### config.mk
export PLATFORM = sky130hd
export DESIGN_NAME = hs_rx_fifo
export DESIGN_NICKNAME = d
export VERILOG_FILES = /design/src/rtl/hs_rx_fifo.sv
export SDC_FILE = /design/constraint.sdc
export NUM_CORES = 1
export LEC_CHECK = 0
export CAP_MARGIN = 0
export CORE_AREA = 2 2 73 92
export CTS_CLUSTER_DIAMETER = 150
export DETAILED_ROUTE_END_ITERATION = 8
export DIE_AREA = 0 0 75 94
export HOLD_SLACK_MARGIN = 0.12
export SETUP_SLACK_MARGIN = 0.5
export SYNTH_ARGS = -nofsm -noshare
export SYNTH_HDL_FRONTEND = slang
export SYNTH_SLANG_ARGS = --single-unit
### constraint.sdc
create_clock -name clk -period 1.7 [get_ports clk]
set_input_delay 0.255 -clock clk [delete_from_list [all_inputs] [get_ports clk]]
set_output_delay 0.255 -clock clk [all_outputs]
set_load 0.02 [all_outputs]
### src/rtl/hs_rx_fifo.sv
// hs_rx_fifo: receive side of the 4-phase byte handshake, feeding a small FIFO.
// Captures one byte per rdy_i assertion, answers with a registered ack_o
// pulse of ACK_HOLD cycles, withholds ack while the FIFO is full, and
// offers a registered read port (rd_data/rd_valid) to downstream logic.
// Optional feature macro: HS_RX_BYTECNT_EN adds a 16-bit wrapping count
// of FIFO writes on output rx_bytes.
module hs_rx_fifo #(
  parameter int DEPTH    = 4,
  parameter int ACK_HOLD = 2
) (
  input  logic                     clk,
  input  logic                     rst_n,
  input  logic                     rdy_i,
  input  logic [7:0]               data_i,
  output logic                     ack_o,
  input  logic                     rd_en,
  output logic [7:0]               rd_data,
  output logic                     rd_valid,
  output logic                     empty,
  output logic                     full,
  output logic [$clog2(DEPTH):0]   count
`ifdef HS_RX_BYTECNT_EN
  ,
  output logic [15:0]              rx_bytes
`endif
);

  localparam int AW = $clog2(DEPTH);
  localparam int CW = AW + 1;
  localparam int HW = (ACK_HOLD > 1) ? $clog2(ACK_HOLD) : 1;

  typedef enum logic [1:0] {
    RX_IDLE     = 2'b00,
    RX_ACK      = 2'b01,
    RX_WAIT_LOW = 2'b10
  } rx_state_t;

  rx_state_t         state_r;
  rx_state_t         next_state_s;
  logic [HW-1:0]     hold_r;
  logic [HW-1:0]     hold_nxt_s;
  logic              ack_r;

  logic [7:0]        mem_r [DEPTH];
  logic [AW-1:0]     wr_ptr_r;
  logic [AW-1:0]     rd_ptr_r;
  logic [CW-1:0]     count_r;
  logic [CW-1:0]     count_nxt_s;
  logic              empty_r;
  logic              full_r;
  logic [7:0]        rd_data_r;
  logic              rd_valid_r;

  logic              wr_fire_s;
  logic              rd_fire_s;

  // Pop is only honoured when the registered empty flag says there is data.
  always_comb begin
    rd_fire_s = rd_en & ~empty_r;
  end

  // Handshake FSM next-state: single capture per rdy_i assertion, ack hold timing.
  always_comb begin
    next_state_s = state_r;
    hold_nxt_s   = hold_r;
    wr_fire_s    = 1'b0;
    case (state_r)
      RX_IDLE: begin
        // Pre-edge full flag decides: a same-cycle pop does not free a slot.
        if (rdy_i && !full_r) begin
          wr_fire_s    = 1'b1;
          next_state_s = RX_ACK;
          hold_nxt_s   = HW'(ACK_HOLD - 1);
        end else begin
          next_state_s = RX_IDLE;
        end
      end
      RX_ACK: begin
        if (hold_r == {HW{1'b0}}) begin
          next_state_s = RX_WAIT_LOW;
        end else begin
          hold_nxt_s   = hold_r - HW'(1);
        end
      end
      RX_WAIT_LOW: begin
        if (!rdy_i) begin
          next_state_s = RX_IDLE;
        end else begin
          next_state_s = RX_WAIT_LOW;
        end
      end
      default: begin
        next_state_s = RX_IDLE;
        hold_nxt_s   = {HW{1'b0}};
      end
    endcase
  end

  // Handshake FSM state, hold counter and registered ack.
  always_ff @(posedge clk or negedge rst_n) begin
    if (!rst_n) begin
      state_r <= RX_IDLE;
      hold_r  <= {HW{1'b0}};
      ack_r   <= 1'b0;
    end else begin
      state_r <= next_state_s;
      hold_r  <= hold_nxt_s;
      ack_r   <= (next_state_s == RX_ACK);
    end
  end

  // Occupancy bookkeeping: simultaneous push and pop leaves count unchanged.
  always_comb begin
    count_nxt_s = count_r;
    if (wr_fire_s && !rd_fire_s) begin
      count_nxt_s = count_r + CW'(1);
    end else if (!wr_fire_s && rd_fire_s) begin
      count_nxt_s = count_r - CW'(1);
    end else begin
      count_nxt_s = count_r;
    end
  end

  // Pointers and status flags, all moving on the same edge.
  always_ff @(posedge clk or negedge rst_n) begin
    if (!rst_n) begin
      wr_ptr_r <= {AW{1'b0}};
      rd_ptr_r <= {AW{1'b0}};
      count_r  <= {CW{1'b0}};
      empty_r  <= 1'b1;
      full_r   <= 1'b0;
    end else begin
      if (wr_fire_s) begin
        wr_ptr_r <= wr_ptr_r + AW'(1);
      end
      if (rd_fire_s) begin
        rd_ptr_r <= rd_ptr_r + AW'(1);
      end
      count_r <= count_nxt_s;
      empty_r <= (count_nxt_s == {CW{1'b0}});
      full_r  <= (count_nxt_s == CW'(DEPTH));
    end
  end

  // FIFO storage; cleared on reset so a flushed FIFO never exposes stale bytes.
  always_ff @(posedge clk or negedge rst_n) begin
    if (!rst_n) begin
      for (int i = 0; i < DEPTH; i++) begin
        mem_r[i] <= 8'h00;
      end
    end else if (wr_fire_s) begin
      mem_r[wr_ptr_r] <= data_i;
    end
  end

  // Registered read port: data and a one-cycle valid pulse after each pop.
  always_ff @(posedge clk or negedge rst_n) begin
    if (!rst_n) begin
      rd_data_r  <= 8'h00;
      rd_valid_r <= 1'b0;
    end else if (rd_fire_s) begin
      rd_data_r  <= mem_r[rd_ptr_r];
      rd_valid_r <= 1'b1;
    end else begin
      rd_valid_r <= 1'b0;
    end
  end

`ifdef HS_RX_BYTECNT_EN
  logic [15:0] rx_bytes_r;

  // Lifetime write counter, wraps naturally at 16 bits.
  always_ff @(posedge clk or negedge rst_n) begin
    if (!rst_n) begin
      rx_bytes_r <= 16'h0000;
    end else if (wr_fire_s) begin
      rx_bytes_r <= rx_bytes_r + 16'h0001;
    end
  end

  assign rx_bytes = rx_bytes_r;
`endif

  assign ack_o    = ack_r;
  assign rd_data  = rd_data_r;
  assign rd_valid = rd_valid_r;
  assign empty    = empty_r;
  assign full     = full_r;
  assign count    = count_r;

endmodule

==> results.md, run 1 <==
* Overflow after GRT at 0
* Vias in the first global route at 1,603
* Inserted Clock Buffers at 5
* WL per Instance at 14.79 µm
* Pre-CTS setup slack at -0.1688 ns
* Cell Int Power at 0.003895 W
* Initial antenna violation count at 0
* Clk root buf: clkbuf_8
* Pins over their slew limit at 0
* Synthesized Nets at 191
* M3 GR Usage at 0.03219
* Die width at 75 µm
* Worst vdd ir at around 0.7 mV
* Final setup vio count at 0
* FILL cells at 553
* Total die area at ~0.0071 mm²
* P per Cell Area at 1941 mW/mm²
* Syn Std Cell Area at 0.002384 mm²
* P_sw at 0.002148 W
* Largest net degree at the start of global routing at 37
* Number of max-cap violations at 0
* Antenna Nets Post-Route at 0
* Top delay family on crit path: flip-flops
* Tcrit/Tclk final at 0.9359
* Fin Hold WS at just over 0.4 ns
* Cell variety after synth at 30
* Most common cell after layout, fill and taps aside: dfrtp_1
* Row Count at 32
* Combinational share of power at 0.499
* Global-route wire length before repair at 7955 µm
* GR Util met1 at 0.1949
* Worst endpoint required time at 1.90 ns
* Critical path type: reg -> reg
* Vias/cell at around 4.8
* DRT Pass-1 Iters at 4
* Crit. End Element: register
* Max Root-Sink Buffers at 2
* Io pins at 27
* Initial Util at 0.3891
* RSZ-0062 raised after global routing: true
* Leak Pwr at 1.387 nW
* Final hold violation count at 0
* Delay of the slowest critical-path stage at 0.44 ns
* Met2 usage at 0.2478
* Initial drt markers at 55
* Clock share of power at 0.115
* Synth Instances at 173
* Register area share after synthesis at 0.5675
* Vias at 1,465
* CTS tree: built
* Ys Warns at 0
* Cells along the critical path: nor4b_4, buf_6, buf_4, nand2_8, mux2_2
* DRC viols at 0
* Placer Congestion at 0.7818
* Port Buf Inserts at 26
* Max Fclk at 628.5 MHz
* Gr usage total at 0.1501
* Crit path launch type: register
* Area Growth Syn to Fin at 30.60%
* Switching share of power at 0.3554
* Die Y at 94 µm
* Top Usage Layer GRT: met2
* Commonest cells after routing, fill and taps aside: dfrtp_1 (49), mux2_2 (32), nand2_1 (24)
* CP max-delay cell: dfrtp_2
* Fin Clk Skew at 0.01418 ns
* CTS Sinks at 54
* Worst-Margin Slew at around 0.46 ns
* Final WL at 4526 µm
* Status: completed
* Nets at approximately 240
* Clk pin slew, worst setup/hold paths at 0.10 ns
* Final HPWL DP at between 3000 and 4000 µm
* Finished layout cell area at 0.003113 mm²
* Core footprint at 0.006126 mm²
* Sequential share of power at 0.386
* CTS H-tree lvls at 2
* DP Area at around 0.0028 mm²
* Final min period at approximately 1.6 ns
* # diodes at 0
* Syn avg cell area at 13.78 µm²
* Synthesized flop and latch total at 54
* Slew HR at 0.6936
* Critical path buffer and inverter count at 2
* Worst skew pair latency at around 0.31 ns
* Crit-path max FO at 8
* CP arrival at roughly 1.8 ns
* Setup ws final at 0.1090 ns
* Hold Crit Class: in -> async
* Share of cells above drive strength 1 at 0.4977
-- state kept, by name (all words and copies together) (netlist names) --
| register | flops |
|---|---|
| mem_r | 32 |
| rd_data | 8 |
| count | 3 |
| rd_ptr_r | 2 |
| state_r | 2 |
| wr_ptr_r | 2 |
| ack_o | 1 |
| empty | 1 |
| full | 1 |
| hold_r | 1 |
| rd_valid | 1 |
-- power groups by stage --
stage / logic, W / registers (W) / clock network, W
after floorplan: 0.00167 / 0.00240 / 0
after global placement: 0.00243 / 0.00232 / 0
after detailed placement: 0.00251 / 0.00236 / 0
after CTS: 0.00288 / 0.00234 / 0.000720
after global routing: 0.00330 / 0.00242 / 0.000781
final: 0.00302 / 0.00233 / 0.000696
-- cell type report --
class	count	area, µm²	area share
Timing Repair Buffer	46	434.2	0.1395
Inverter	6	25.02	0.008039
Clock inverter	2	15.01	0.004823
Sequential cell	54	1358	0.4361
Multi-Input combinational cell	108	1106	0.3553
Clock buffer	5	68.82	0.02211
Tap cell	85	106.4	0.03416
-- layer usage --
metal  up-vias  routed length (µm)
li1        700                   -
met3         7                 151
met1       733                1943
met2        25                2373
met5         -                   0
met4         0                  57
-- logic make-up after synthesis --
group                    synth area share
adder cells (fa/ha/maj)           0.03150
buffers and inverters             0.02099
XOR/XNOR                          0.02625
AND/OR/NAND/NOR                   0.09449
flip-flops                         0.5675
multiplexers                       0.2268
AO/OA/AOI/OAI                     0.03255
-- worst paths after layout --
check                                       start                      to  slack [ns]  cells past startpoint
setup / recovery                   full$_DFF_PN0_   mem_r[18]$_DFFE_PN0P_        0.11                      5
hold reg to reg            rd_data[2]$_DFFE_PN0P_  rd_data[2]$_DFFE_PN0P_        0.48                      2
hold / removal                              rst_n      count[2]$_DFF_PN0_        0.41                      2
setup reg to reg                   full$_DFF_PN0_   mem_r[18]$_DFFE_PN0P_        0.11                      5
min in group clk           rd_data[2]$_DFFE_PN0P_  rd_data[2]$_DFFE_PN0P_        0.48                      2
max in group asynchronous                   rst_n    state_r[0]$_DFF_PN0_        0.73                      3
-- timing repair --
item	CTS	global route
hold endpoints to repair	17	0
pin swaps	7	11
setup endpoints to repair	66	55
gates cloned	1	0
hold buffers	1	0
gates resized for setup	80	18
setup buffers	7	4
-- per-stage QoR --
step,power (W),std cells,util,TNS [ns]
2_1_floorplan,0.004073,173,-,0
3_3_place_gp,0.004752,286,0.4577,-3.195
3_5_place_dp,0.004871,286,0.4577,-4.097
4_1_cts,0.005937,302,0.4982,0
5_1_grt,0.006504,306,0.5082,0
6_report,0.006044,306,0.5082,0
-- cell usage after synthesis, drive strengths merged --
cell type	n	area [µm²]
inv	6	22.52
nand3	2	10.01
a21boi	1	7.510
clkbuf	2	7.510
dfrtp	53	1326
nor3	2	10.01
o21ai	6	30.03
or4b	1	13.76
xnor2	5	62.56
nor2	4	17.52
dfstp	1	26.28
o211ai	1	7.510
a21o	1	7.510
nor4b	1	15.01
nand2	32	130.1
mux2	32	360.4
nand3b	1	7.510
ha	6	75.07
nand2b	2	12.51
and3b	1	8.760
o21ba	1	10.01
buf	3	20.01
a221oi	1	15.01
mux4	8	180.2
No activity file was read; power rests on OpenSTA's default activity.
==> run 2, diff against run 1 <==
CELL_PAD_IN_SITES_DETAIL_PLACEMENT = 1   (was unset)
CELL_PAD_IN_SITES_GLOBAL_PLACEMENT = 1   (was unset)
CTS_BUF_LIST = sky130_fd_sc_hd__clkbuf_16   (was unset)
PLACE_DENSITY_LB_ADDON = 0.1   (was unset)
==> run 2 against run 1 <==
  * Final cell count is 0.98% higher
  * Utilization is 1.9 points higher
  * Sequential cell count stayed put
  * Die area stayed put
  * First-iteration DRC count is 25% lower
  * Register-to-register slack hardly changed
  * Sequential power is 2% higher
  * Critical endpoint is now empty$_DFF_PN1_
  * Clock-buffer cell count stayed put
  * Largest cell class unchanged
  * Maximum frequency is 0.78% higher
  * Critical path depth stayed put
  * Non-clock buffer count is 2 higher
  * Clock power is 88% higher
==> results.md, run 2 (synthesis results as in run 1) <==
* Final HPWL DP at 3622 µm
* Area Growth Syn to Fin at 35.38%
* Io pins at 27
* Worst setup path start: full$_DFF_PN0_
* Largest Register: mem_r
* Overflow after GRT at 0
* Startpoint of the worst register-to-register path: full$_DFF_PN0_
* CTS H-tree lvls at 2
* Row Count at 32
* Fin Hold WS at 0.4432 ns
* Final WL at 5653 µm
* Initial Util at 0.3891
* WL per Instance at 18.29 µm
* Vias at 1,560
* # diodes at 0
* Vias/cell at 5.049
* Top delay family on crit path: compound AO/OA/AOI/OAI gates
* Worst vdd ir at 0.7132 mV
* Clock share of power at 0.194
* Most common cell after layout, fill and taps aside: dfrtp_1
* Crit-path max FO at 7
* Global-route wire length before repair at between 9000 and 10,000 µm
* Flip-flop count of the largest register after layout at 32
* DP Area at approximately 0.0028 mm²
* Cells along the critical path: nor4b_4, buf_6, xnor2_4, a221oi_2, o21ba_1
* Placer Congestion at a little under 0.8
* Final min period at between 1.5 and 2 ns
* Switching share of power at 0.3397
* Finished layout cell area at approximately 0.0032 mm²
* Sequential share of power at 0.353
* Crit. End Element: register
* Combinational share of power at 0.453
* Delay of the slowest critical-path stage at 0.43 ns
* Antenna Nets Post-Route at 0
* P_sw at 0.002284 W
* Max Root-Sink Buffers at 2
* Core footprint at 0.006126 mm²
* Gr usage total at 0.1816
* Util after Layout at 0.5268
* Clk pin slew, worst setup/hold paths at 0.07 ns
* Critical path type: reg -> reg
* Vias in the first global route at ~1,700
* Clk root buf: clkbuf_16
* Leak Pwr at ~1.4 nW
* Total power at a little under 0.007 W
* P per Cell Area at approximately 2100 mW/mm²
* CP max-delay cell: dfrtp_2
* DRT Pass-1 Iters at 4
* Crit path launch type: register
* Port Buf Inserts at 26
* Tcrit/Tclk final at 0.9286
* Worst endpoint required time at 1.92 ns
* DRC viols at 0
* Fin Clk Skew at 0.006553 ns
* Commonest cells after routing, fill and taps aside: dfrtp_1 (49), mux2_2 (32), nand2_1 (27)
* CTS tree: built
* Number of max-cap violations at 0
* Nets at 241
* Slew HR at 0.7036
* Worst skew pair latency at 0.29 ns
* Hold Crit Class: in -> async
* Share of cells above drive strength 1 at 0.4821
* RSZ-0062 raised after global routing: true
* Die width at 75 µm
* Initial antenna violation count at 0
* Total die area at approximately 0.0071 mm²
* Worst-Margin Slew at 0.4445 ns
* Final hold violation count at 0
* Critical path buffer and inverter count at 1
* Cell Int Power at 0.004440 W
* Inserted Clock Buffers at 5
* Largest net degree at the start of global routing at 39
* Status: completed
* CP arrival at 1.80 ns
* Final setup vio count at 0
* CTS Sinks at 54
* Pins over their slew limit at 0
* Die Y at 94 µm
* Initial drt markers at 41
* Max Fclk at 633.4 MHz
run 2: cell types whose count changed in the layout (fill, tap and decap cells not counted), moves of 3 or more:
cell / delta
nand2_2: -3
clkbuf_8: -5
buf_6: +3
clkbuf_16: +6
nand2_1: +3
buf_2: -4
run 2: final timing paths:
check                                               to  slack (ns)  depth (start not counted)
max in group asynchronous              empty$_DFF_PN1_        0.65                          3
worst min register to register  rd_data[5]$_DFFE_PN0P_        0.47                          2
worst max-delay path                   empty$_DFF_PN1_        0.12                          5
min in group clk                rd_data[5]$_DFFE_PN0P_        0.47                          2
worst max register to register         empty$_DFF_PN1_        0.12                          5
worst min-delay path              mem_r[3]$_DFFE_PN0P_        0.44                          2
run 2: cell type report:
type,instances,area (µm²)
timing repair buffer,48,457.9
clock inverter,3,63.81
tap,85,106.4
fill,612,2899
multi-input combinational,108,1086
clock buffer,5,125.1
sequential,54,1358
inverter,6,30.03
run 2: power by group through the flow:
stage	logic (W)	clock network, W	registers, W
2_1_floorplan	0.00167	0	0.00240
3_3_place_gp	0.00248	0	0.00234
3_5_place_dp	0.00256	0	0.00239
4_1_cts	0.00298	0.00132	0.00236
5_1_grt	0.00332	0.00139	0.00245
6_report	0.00305	0.00131	0.00237
run 2: timing repair:
item                       CTS  global route
resized for setup           76            22
buffers inserted            10             2
hold endpoints to repair    16             0
hold buffers                 1             0
setup endpoints to repair   66            63
pin swaps                    4             5
cloned                       0             1
run 2: per-layer routing:
| layer | vias to the layer above | wire length [µm] | GRT usage |
|---|---|---|---|
| met5 | - | 0 | 0 |
| met4 | 0 | 68 | 0.05357 |
| met3 | 6 | 151 | 0.03219 |
| met2 | 28 | 3195 | 0.3289 |
| met1 | 830 | 2238 | 0.2132 |
| li1 | 696 | - | - |
run 2: per-stage QoR:
stage | TNS [ns] | std cells | worst slack, ns
floorplan | 0 | 173 | 0.2240
finish | 0 | 309 | 0.1213
global route | 0 | 309 | 0.05236
detailed placement | -4.751 | 287 | -0.1721
CTS | 0 | 306 | 0.1067
global placement | -3.364 | 287 | -0.1165
==> run 3, diff against run 2 <==
SLEW_MARGIN = 20   (was unset)
==> results of run 3 <==
Final layout, timing and power as in run 2 (identical DEF).
